## src/rtl/alu_issue_stage.sv

```systemverilog
// alu_issue_stage: ID/EX register feeding the RV32I ALU.
// Decodes OP / OP-IMM / LUI / AUIPC into ALU operands and an ALU opcode.
// Holds the result in a one-entry valid/ready output register.
// The output register supports backpressure, flush and illegal-instruction flagging.
module alu_issue_stage #(
    parameter bit SHAMT_MASK  = 1'b1,
    parameter bit X0_NO_WRITE = 1'b1
) (
    input  logic        clk,
    input  logic        rst,
    input  logic        flush,
    input  logic        in_valid,
    output logic        in_ready,
    input  logic [31:0] in_instr,
    input  logic [31:0] in_pc,
    input  logic [31:0] in_rs1,
    input  logic [31:0] in_rs2,
    output logic        out_valid,
    input  logic        out_ready,
    output logic [31:0] ALU_A,
    output logic [31:0] ALU_B,
    output logic [3:0]  ALU_OP,
    output logic [4:0]  out_rd,
    output logic        out_rd_we,
    output logic        out_illegal
);

    localparam logic [6:0] OPC_OP    = 7'b0110011;
    localparam logic [6:0] OPC_OPIMM = 7'b0010011;
    localparam logic [6:0] OPC_LUI   = 7'b0110111;
    localparam logic [6:0] OPC_AUIPC = 7'b0010111;
    localparam logic [6:0] F7_ZERO   = 7'b0000000;
    localparam logic [6:0] F7_ALT    = 7'b0100000;

    localparam logic [3:0] ALU_ADD = 4'b0000;
    localparam logic [3:0] ALU_SRL = 4'b0101;
    localparam logic [3:0] ALU_SUB = 4'b1000;
    localparam logic [3:0] ALU_SRA = 4'b1001;

    // Decode-side signals (combinational, from the incoming packet).
    logic [6:0]  opcode_s;
    logic [2:0]  f3_s;
    logic [6:0]  f7_s;
    logic [4:0]  rd_s;
    logic [31:0] imm_i_s;
    logic [31:0] imm_u_s;
    logic [31:0] shamt_i_s;
    logic [31:0] dec_a_s;
    logic [31:0] dec_b_s;
    logic [3:0]  dec_op_s;
    logic        dec_legal_s;
    logic [31:0] fin_a_s;
    logic [31:0] fin_b_s;
    logic [3:0]  fin_op_s;
    logic        fin_we_s;
    logic        accept_s;

    // Output-register state.
    logic        valid_r;
    logic [31:0] a_r;
    logic [31:0] b_r;
    logic [3:0]  op_r;
    logic [4:0]  rd_r;
    logic        we_r;
    logic        ill_r;

    // No skid buffer: accept only when the holding register is empty or draining.
    assign in_ready = !valid_r || out_ready;
    assign accept_s = in_valid && in_ready;

    // Decode the incoming instruction into operands, ALU opcode and legality.
    always_comb begin
        opcode_s    = in_instr[6:0];
        f3_s        = in_instr[14:12];
        f7_s        = in_instr[31:25];
        rd_s        = in_instr[11:7];
        imm_i_s     = {{20{in_instr[31]}}, in_instr[31:20]};
        imm_u_s     = {in_instr[31:12], 12'h000};
        shamt_i_s   = {27'd0, in_instr[24:20]};
        dec_a_s     = 32'h0000_0000;
        dec_b_s     = 32'h0000_0000;
        dec_op_s    = ALU_ADD;
        dec_legal_s = 1'b0;
        case (opcode_s)
            OPC_OP: begin
                dec_a_s  = in_rs1;
                dec_op_s = {1'b0, f3_s};
                if (f7_s == F7_ZERO) begin
                    dec_legal_s = 1'b1;
                end else if ((f7_s == F7_ALT) && ((f3_s == 3'b000) || (f3_s == 3'b101))) begin
                    dec_legal_s = 1'b1;
                    dec_op_s    = (f3_s == 3'b000) ? ALU_SUB : ALU_SRA;
                end else begin
                    dec_legal_s = 1'b0;
                end
                // The ALU shifts by the full B operand, so register shifts are trimmed here.
                if (SHAMT_MASK && ((f3_s == 3'b001) || (f3_s == 3'b101))) begin
                    dec_b_s = {27'd0, in_rs2[4:0]};
                end else begin
                    dec_b_s = in_rs2;
                end
            end
            OPC_OPIMM: begin
                dec_a_s     = in_rs1;
                dec_b_s     = imm_i_s;
                dec_op_s    = {1'b0, f3_s};
                dec_legal_s = 1'b1;
                case (f3_s)
                    3'b001: begin
                        dec_b_s     = shamt_i_s;
                        dec_legal_s = (f7_s == F7_ZERO);
                    end
                    3'b101: begin
                        dec_b_s = shamt_i_s;
                        if (f7_s == F7_ZERO) begin
                            dec_op_s    = ALU_SRL;
                            dec_legal_s = 1'b1;
                        end else if (f7_s == F7_ALT) begin
                            dec_op_s    = ALU_SRA;
                            dec_legal_s = 1'b1;
                        end else begin
                            dec_legal_s = 1'b0;
                        end
                    end
                    default: begin
                        dec_b_s = imm_i_s;
                    end
                endcase
            end
            OPC_LUI: begin
                dec_a_s     = 32'h0000_0000;
                dec_b_s     = imm_u_s;
                dec_op_s    = ALU_ADD;
                dec_legal_s = 1'b1;
            end
            OPC_AUIPC: begin
                dec_a_s     = in_pc;
                dec_b_s     = imm_u_s;
                dec_op_s    = ALU_ADD;
                dec_legal_s = 1'b1;
            end
            default: begin
                dec_legal_s = 1'b0;
            end
        endcase
        // Illegal packets still occupy the stage but carry neutral operands.
        if (dec_legal_s) begin
            fin_a_s  = dec_a_s;
            fin_b_s  = dec_b_s;
            fin_op_s = dec_op_s;
        end else begin
            fin_a_s  = 32'h0000_0000;
            fin_b_s  = 32'h0000_0000;
            fin_op_s = ALU_ADD;
        end
        fin_we_s = dec_legal_s && !(X0_NO_WRITE && (rd_s == 5'd0));
    end

    // One-entry output register: reset > flush > accept > drain > hold.
    always_ff @(posedge clk) begin
        if (rst) begin
            valid_r <= 1'b0;
            a_r     <= 32'h0000_0000;
            b_r     <= 32'h0000_0000;
            op_r    <= 4'b0000;
            rd_r    <= 5'd0;
            we_r    <= 1'b0;
            ill_r   <= 1'b0;
        end else if (flush) begin
            valid_r <= 1'b0;
        end else if (accept_s) begin
            valid_r <= 1'b1;
            a_r     <= fin_a_s;
            b_r     <= fin_b_s;
            op_r    <= fin_op_s;
            rd_r    <= rd_s;
            we_r    <= fin_we_s;
            ill_r   <= !dec_legal_s;
        end else if (out_ready) begin
            valid_r <= 1'b0;
        end else begin
            valid_r <= valid_r;
        end
    end

    assign out_valid   = valid_r;
    assign ALU_A       = a_r;
    assign ALU_B       = b_r;
    assign ALU_OP      = op_r;
    assign out_rd      = rd_r;
    assign out_rd_we   = we_r;
    assign out_illegal = ill_r;

endmodule

```

## config.mk

```make
export PLATFORM = sky130hd
export DESIGN_NAME = alu_issue_stage
export DESIGN_NICKNAME = d
export VERILOG_FILES = /design/src/rtl/alu_issue_stage.sv
export SDC_FILE = /design/constraint.sdc
export NUM_CORES = 1
export LEC_CHECK = 0
export CORE_UTILIZATION = 34
export CTS_CLUSTER_DIAMETER = 80
export DETAILED_ROUTE_END_ITERATION = 10
export GPL_ROUTABILITY_DRIVEN = 0
export GPL_TIMING_DRIVEN = 0
export HOLD_SLACK_MARGIN = 0.15
export PLACE_DENSITY = 0.8
export SKIP_LAST_GASP = 1
export SYNTH_ARGS = -nofsm -noshare
export SYNTH_HDL_FRONTEND = slang
export SYNTH_SLANG_ARGS = --single-unit
```

## constraint.sdc

```tcl
create_clock -name clk -period 1.38 [get_ports clk]
set_input_delay 0.138 -clock clk [delete_from_list [all_inputs] [get_ports clk]]
set_output_delay 0.138 -clock clk [all_outputs]
set_load 0.03 [all_outputs]
```

==> metrics, run 1 <==
YS warnings 0; CP endpoint kind flip-flop; post-route ant nets 0; die width between 100 and 150 um; flop-to-flop setup slack -0.15 ns; Synth Cell Area roughly 0.0034 mm^2; number of synthesized flops with an enable pin 0; die area approximately 0.011 mm^2; Total GRT Usage 26.34%; num rows 36; Final Critical Period approximately 1.5 ns; clock slew at reported path FFs 0.09 ns; # nets final 805; clk sink count 76; Peak VDD IR around 0.53 mV; final hold violations 0; mux cell area share after synthesis ~3.4%; r2r startpoint out_valid; vias per cell 5.359; DR iter-0 viols 137; Syn Area/Cell about 8.3 um^2; failing checks negative setup slack; # diodes 0; post-route cell area about 0.0069 mm^2; post-synthesis register bit count 76; CP required roughly 1.7 ns; Worst Hold Class in2reg; Synth Instances 415; post-synthesis async set-or-reset flop share 0%; hold path cells 2; layout cells sized above 1 25.55%; WL/cell ~18 um; R2R cell count 8; final worst slack -0.1453 ns; max-slew violations 0; Compound-Gate Fraction of Synth Area between 20 and 25%; Post-Synth Adder-Cell Area 0%; Power Dens Cells 760.4 mW/mm^2; CP Data Arrival Time 1.80 ns; CTS Root Cell clkbuf_8; Initial Util a little over a third; Worst slew margin around two thirds; Hold Path Sink ALU_OP[0]; Worst setup SP type flip-flop; latest clock arrival within the worst-skew pair approximately 0.35 ns; total gr overflow 0; fin cells a little over 800; global-route wire length before repair ~21 mm; Leakage approximately 2.7 nW; I/O Buffers about 210; Synth Net Count roughly 550; status complete, but fails checks; IO Pins 210; Setup WS pre-CTS -0.8087 ns; Crit Path Max Fanout 5; Post-Synth XOR/XNOR Area 0%; simple-gate share of the synthesized area about 25%; Util after Layout a little over two thirds; DRC Markers 0; Seq/Total Area, Yosys approximately 44%; largest family of logic cells by synthesized area simple AND/OR/NAND/NOR gates; critical path type reg2reg; Fin Clk Skew 0.009922 ns; Inst Count DP 757; Reg-to-Reg End ALU_A[19]; DP HPWL between 10 and 15 mm; Synth Flop Type dfxtp_1; RSZ-0062 raised after global routing yes; fin crit share 110.5%; worst hold start in_instr[12]; vias in the first global route 4289; initial antenna violation count 0; fmax around 660 MHz; Final setup viols 39; first drt pass iteration count 5; largest net degree at the start of global routing 13; actual slew at the worst max-slew pin between 0.4 and 0.5 ns; Cell Area, Placed around 0.0057 mm^2; Die Y 102.6 um; clk buf depth 2; Max-Cap Viols 0; htree depth 3; CTS tree built; Netlist cell types 44; Core Region ~0.0098 mm^2; Vias about 4300; Synth-to-Final Area Change 100.5%; routed wire length ~15 mm; total CTS buffers 9
==> worst max-delay path, stage by stage, from the launching register on <==
cell and delay, ns:
dfxtp_4 0.37, nand2b_4 0.09, and2_4 0.18, a21oi_4 0.15
o31ai_4 0.11, buf_6 0.15, buf_12 0.13, buf_8 0.13
a31oi_1 0.15
==> worst max-delay path by stage <==
stage	start	endpoint	slack [ns]
final	out_valid	ALU_A[19]	-0.15
after CTS	out_valid	ALU_A[13]	-0.14
after global placement	in_valid	ALU_A[12]	-0.81
after floorplan	out_valid	ALU_A[26]	-0.1
after global routing	out_valid	ALU_A[19]	-0.20
after detailed placement	in_valid	ALU_A[12]	-0.81
==> state kept, by name, summed over array words and instances, names as in the netlist <==
signal and cells:
ALU_B 32, out_illegal 1, out_valid 1, ALU_OP 4, out_rd 5, out_rd_we 1, ALU_A 32
==> per-stage QoR <==
| stage | hold WS [ns] | power (mW) | setup TNS, ns |
|---|---|---|---|
| 6_report | 0.1426 | 5.241 | -2.323 |
| 5_1_grt | 0.1594 | 5.435 | -5.455 |
| 4_1_cts | 0.1747 | 5.247 | -4.550 |
| 3_5_place_dp | 0.4524 | 3.233 | -54.27 |
| 3_3_place_gp | 0.4513 | 3.221 | -52.73 |
| 2_1_floorplan | 0.2010 | 2.659 | -4.127 |
==> layout make-up <==
type                            count  area, um^2
Inverter                            1       3.754
Sequential cell                    76        1525
Fill cell                         742        2882
Timing Repair Buffer              251        2415
Clock inverter                      3       42.54
Multi-Input combinational cell    301        2262
Clock buffer                       13       170.2
Tap cell                          133       166.4
Buffer                             32       307.8
==> kinds of logic after synthesis <==
family,after synthesis
muxes,11
DFF,76
buffers and inverters,38
and+or+nand+nor,186
AOI/OAI and AO/OA,104
==> power breakdown <==
group / total [mW] / internal, mW / leakage, nW / switching, mW
logic: 1.16 / 0.624 / 2.00 / 0.537
clock network: 1.83 / 0.995 / 0.105 / 0.836
registers: 2.25 / 2.23 / 0.616 / 0.0211
==> cell usage in the layout (no fill, tap or decap), drive strengths merged, types with 6 or more instances in the layout <==
master         Yosys  layout
dlygate4sd2        0      87
nand3             32      32
a31oi             33      33
dfxtp             76      76
a22oi              6       6
a32oi             19      19
buf               17      64
nor2              42      42
clkdlybuf4s50      0     114
a21oi             15      15
mux2               6       6
nand2             81      81
a211oi            20      20
clkbuf            20      27
nor3               7       7
==> routing by layer <==
layer / up-vias / GRT usage (%) / part of all wire, %
met2: 207 / 48.10 / 51
met1: 2067 / 28.58 / 38
li1: 2034 / - / -
met3: 33 / 7.119 / 8.4
met5: - / 0 / 0
met4: 0 / 10.99 / 2.6
==> cell usage after synthesis, types with 5 or more instances <==
library cell / number / area, um^2
a32oi_1: 19 / 166.4
a21oi_1: 15 / 75.07
a22oi_1: 6 / 45.04
mux2i_1: 5 / 50.05
clkbuf_1: 20 / 75.07
mux2_2: 6 / 67.56
nor2_1: 41 / 153.9
a31oi_1: 33 / 206.5
buf_2: 11 / 55.05
dfxtp_1: 76 / 1521
nor3_1: 6 / 30.03
nand3_1: 32 / 160.2
nand2_1: 81 / 304.0
a211oi_1: 20 / 150.1
==> timing repair <==
| item | 4_1_cts | 5_1_grt |
|---|---|---|
| cloned | 9 | 0 |
| endpoints found under the setup margin | 152 | 76 |
| endpoints found under the hold margin | 0 | 2 |
| gates resized for setup | 201 | 81 |
| pin swaps | 19 | 30 |
| setup buffers | 27 | 9 |
| hold buffers | 0 | 2 |
No activity file was read; power rests on OpenSTA's default activity.
==> run 2: changes to the inputs <==
MAX_ROUTING_LAYER = met4   (was unset)
==> run 2 against run 1 <==
Effect of this change: the run still ends with negative setup slack left; critical endpoint unchanged; final area about the same; first-iteration DRC count increased by 26%; worst setup slack lost 0.0099 ns; flip-flop and latch count did not move; combinational power barely moved; wire length shrank 1.6%; clock-buffer cell count unchanged; sequential share of layout area about the same; utilization about the same.
==> metrics, run 2 (synthesis results as in run 1) <==
Max-Cap Viols 0 (unchanged); CP endpoint ALU_A[19]; CP required 1.65 ns (about the same); Worst setup SP type flip-flop; RSZ-0062 raised after global routing yes; CTS Root Cell clkbuf_8; Peak VDD IR 0.5238 mV (-0.25%); layout cells sized above 1 25.44% (-0.11 points); Reg-to-Reg End ALU_A[19]; # diodes 0 (unchanged); Register Area 0.001525 mm^2 (unchanged); # nets final 804 (-0.12%); die width 102.6 um (unchanged); fin cells 809 (-0.12%); Inst Count DP 757 (unchanged); largest net degree at the start of global routing 13 (unchanged); Fin Clk Skew 0.007323 ns (-0.002599 ns); Worst slew margin 67.47% (-0.069 points); Crit Path Max Fanout 5 (unchanged); clock slew at reported path FFs 0.08 ns (about the same); DRC Markers 0 (unchanged); global-route wire length before repair 21.10 mm (about the same); initial antenna violation count 0 (unchanged); r2r startpoint out_valid; IO Pins 210 (unchanged); worst hold start in_instr[13]; final hold violations 0 (unchanged); CTS tree built; final worst slack -0.1552 ns (-0.009873 ns); Synth-to-Final Area Change 100.4% (about the same); status complete, but fails checks; fmax 651.4 MHz (-0.64%); flop-to-flop setup slack -0.16 ns (about the same); CP endpoint kind flip-flop; fin crit share 111.2% (+0.72 points); num rows 36 (unchanged); routed wire length 14.71 mm (-1.6%); first drt pass iteration count 4 (-1); Critical Path Source out_valid; vias in the first global route 4296 (+0.16%); Power Dens Cells 760.4 mW/mm^2 (about the same); commonest cells after routing, fill and taps aside clkdlybuf4s50_1, dlygate4sd2_1, dfxtp_1; Initial Util 35.18% (unchanged); Worst Hold Class in2reg; critical path type reg2reg; multi-input logic area 0.002262 mm^2 (unchanged); Util after Layout 70.49% (about the same); WL/cell 18.18 um (-1.5%); clk buf depth 2 (unchanged); Die Y 102.6 um (unchanged); htree depth 3 (unchanged); latest clock arrival within the worst-skew pair 0.35 ns (about the same); Final Critical Period 1.535 ns (+0.009873 ns); Vias 4324 (-0.39%); die area 0.01052 mm^2 (unchanged); actual slew at the worst max-slew pin 0.4880 ns (+0.001032 ns); I/O Buffers 209 (unchanged); failing checks negative setup slack; max-slew violations 0 (unchanged); CP Data Arrival Time 1.81 ns (about the same); number of fill cells 744 (+0.27%); DP HPWL 10.04 mm (unchanged); Total GRT Usage 27.15% (+0.82 points); commonest non-fill, non-tap cell in the layout clkdlybuf4s50_1; vias per cell 5.345 (-0.27%); Core Region 0.009774 mm^2 (unchanged); clk sink count 76 (unchanged); Final setup viols 42 (+7.7%); post-route ant nets 0 (unchanged); Leakage 2.712 nW (-0.14%); R2R cell count 8 (unchanged); DR iter-0 viols 173 (+26%); total CTS buffers 9 (unchanged); total gr overflow 0 (unchanged)
[run 2: changes by cell type in the layout (fill, tap and decap cells not counted)]
cell,previous run,this run
buf_2,9,8
clkdlybuf4s18_2,0,1
buf_4,26,25
[run 2: how the worst min path moves through the flow]
stage,end,slack (ns),cells after the start
final,ALU_B[13],0.16,3
after global routing,ALU_OP[2],0.18,2
after CTS,out_valid,0.17,3
after detailed placement,out_rd[3],0.45,2
after global placement,out_rd[2],0.45,2
after floorplan,out_valid,0.20,1
[run 2: routing by layer]
metal / part of all wire (%) / up-vias / routed length (um) / GRT usage (%)
met4: 2.3 / 0 / 337 / 10.99
met1: 39 / 2047 / 5667 / 28.96
met5: 0 / - / 0 / -
met2: 51 / 219 / 7474 / 48.10
met3: 8.4 / 30 / 1231 / 6.508
li1: - / 2028 / - / -
[run 2: area by class of cell]
| cell class | count | area share, % |
|---|---|---|
| tap | 133 | 2.415 |
| clock buffer | 13 | 2.470 |
| sequential | 76 | 22.14 |
| buffer | 32 | 4.467 |
| clock inverter | 3 | 0.6174 |
| multi-input combinational | 301 | 32.83 |
| inverter | 1 | 0.05448 |
| timing repair buffer | 250 | 35.01 |
[run 2: what timing repair did]
item / 4_1_cts / 5_1_grt
cloned: 9 / 0
resized for setup: 201 / 80
endpoints found under the hold margin: 0 / 2
hold buffers: 0 / 2
setup endpoints to repair: 152 / 76
pin swaps: 19 / 30
setup buffers: 27 / 8
[run 2: power breakdown]
group          total [mW]  switching (mW)  internal, mW
Combinational        1.16           0.533         0.624
Sequential           2.25          0.0210          2.23
Clock                1.83           0.837         0.995
[run 2: per-stage QoR]
stage                     hold slack, ns  total power [mW]  setup TNS [ns]  area, um^2  setup WS [ns]
after floorplan                   0.2010             2.659          -4.127        3490       -0.09925
after global placement            0.4513             3.221          -52.73        5748        -0.8069
after detailed placement          0.4524             3.233          -54.27        5748        -0.8087
after CTS                         0.1747             5.247          -4.550        6653        -0.1403
after global routing              0.1807             5.420          -5.234        6890        -0.1739
final                             0.1648             5.239          -2.150        6890        -0.1552
[run 2: worst max-delay path, cell delays in order (launching register included)]
cell,delay (ns)
dfxtp_4,0.37
nand2b_4,0.09
and2_4,0.17
a21oi_4,0.15
o31ai_4,0.11
buf_6,0.15
buf_12,0.13
buf_8,0.13
a31oi_1,0.17
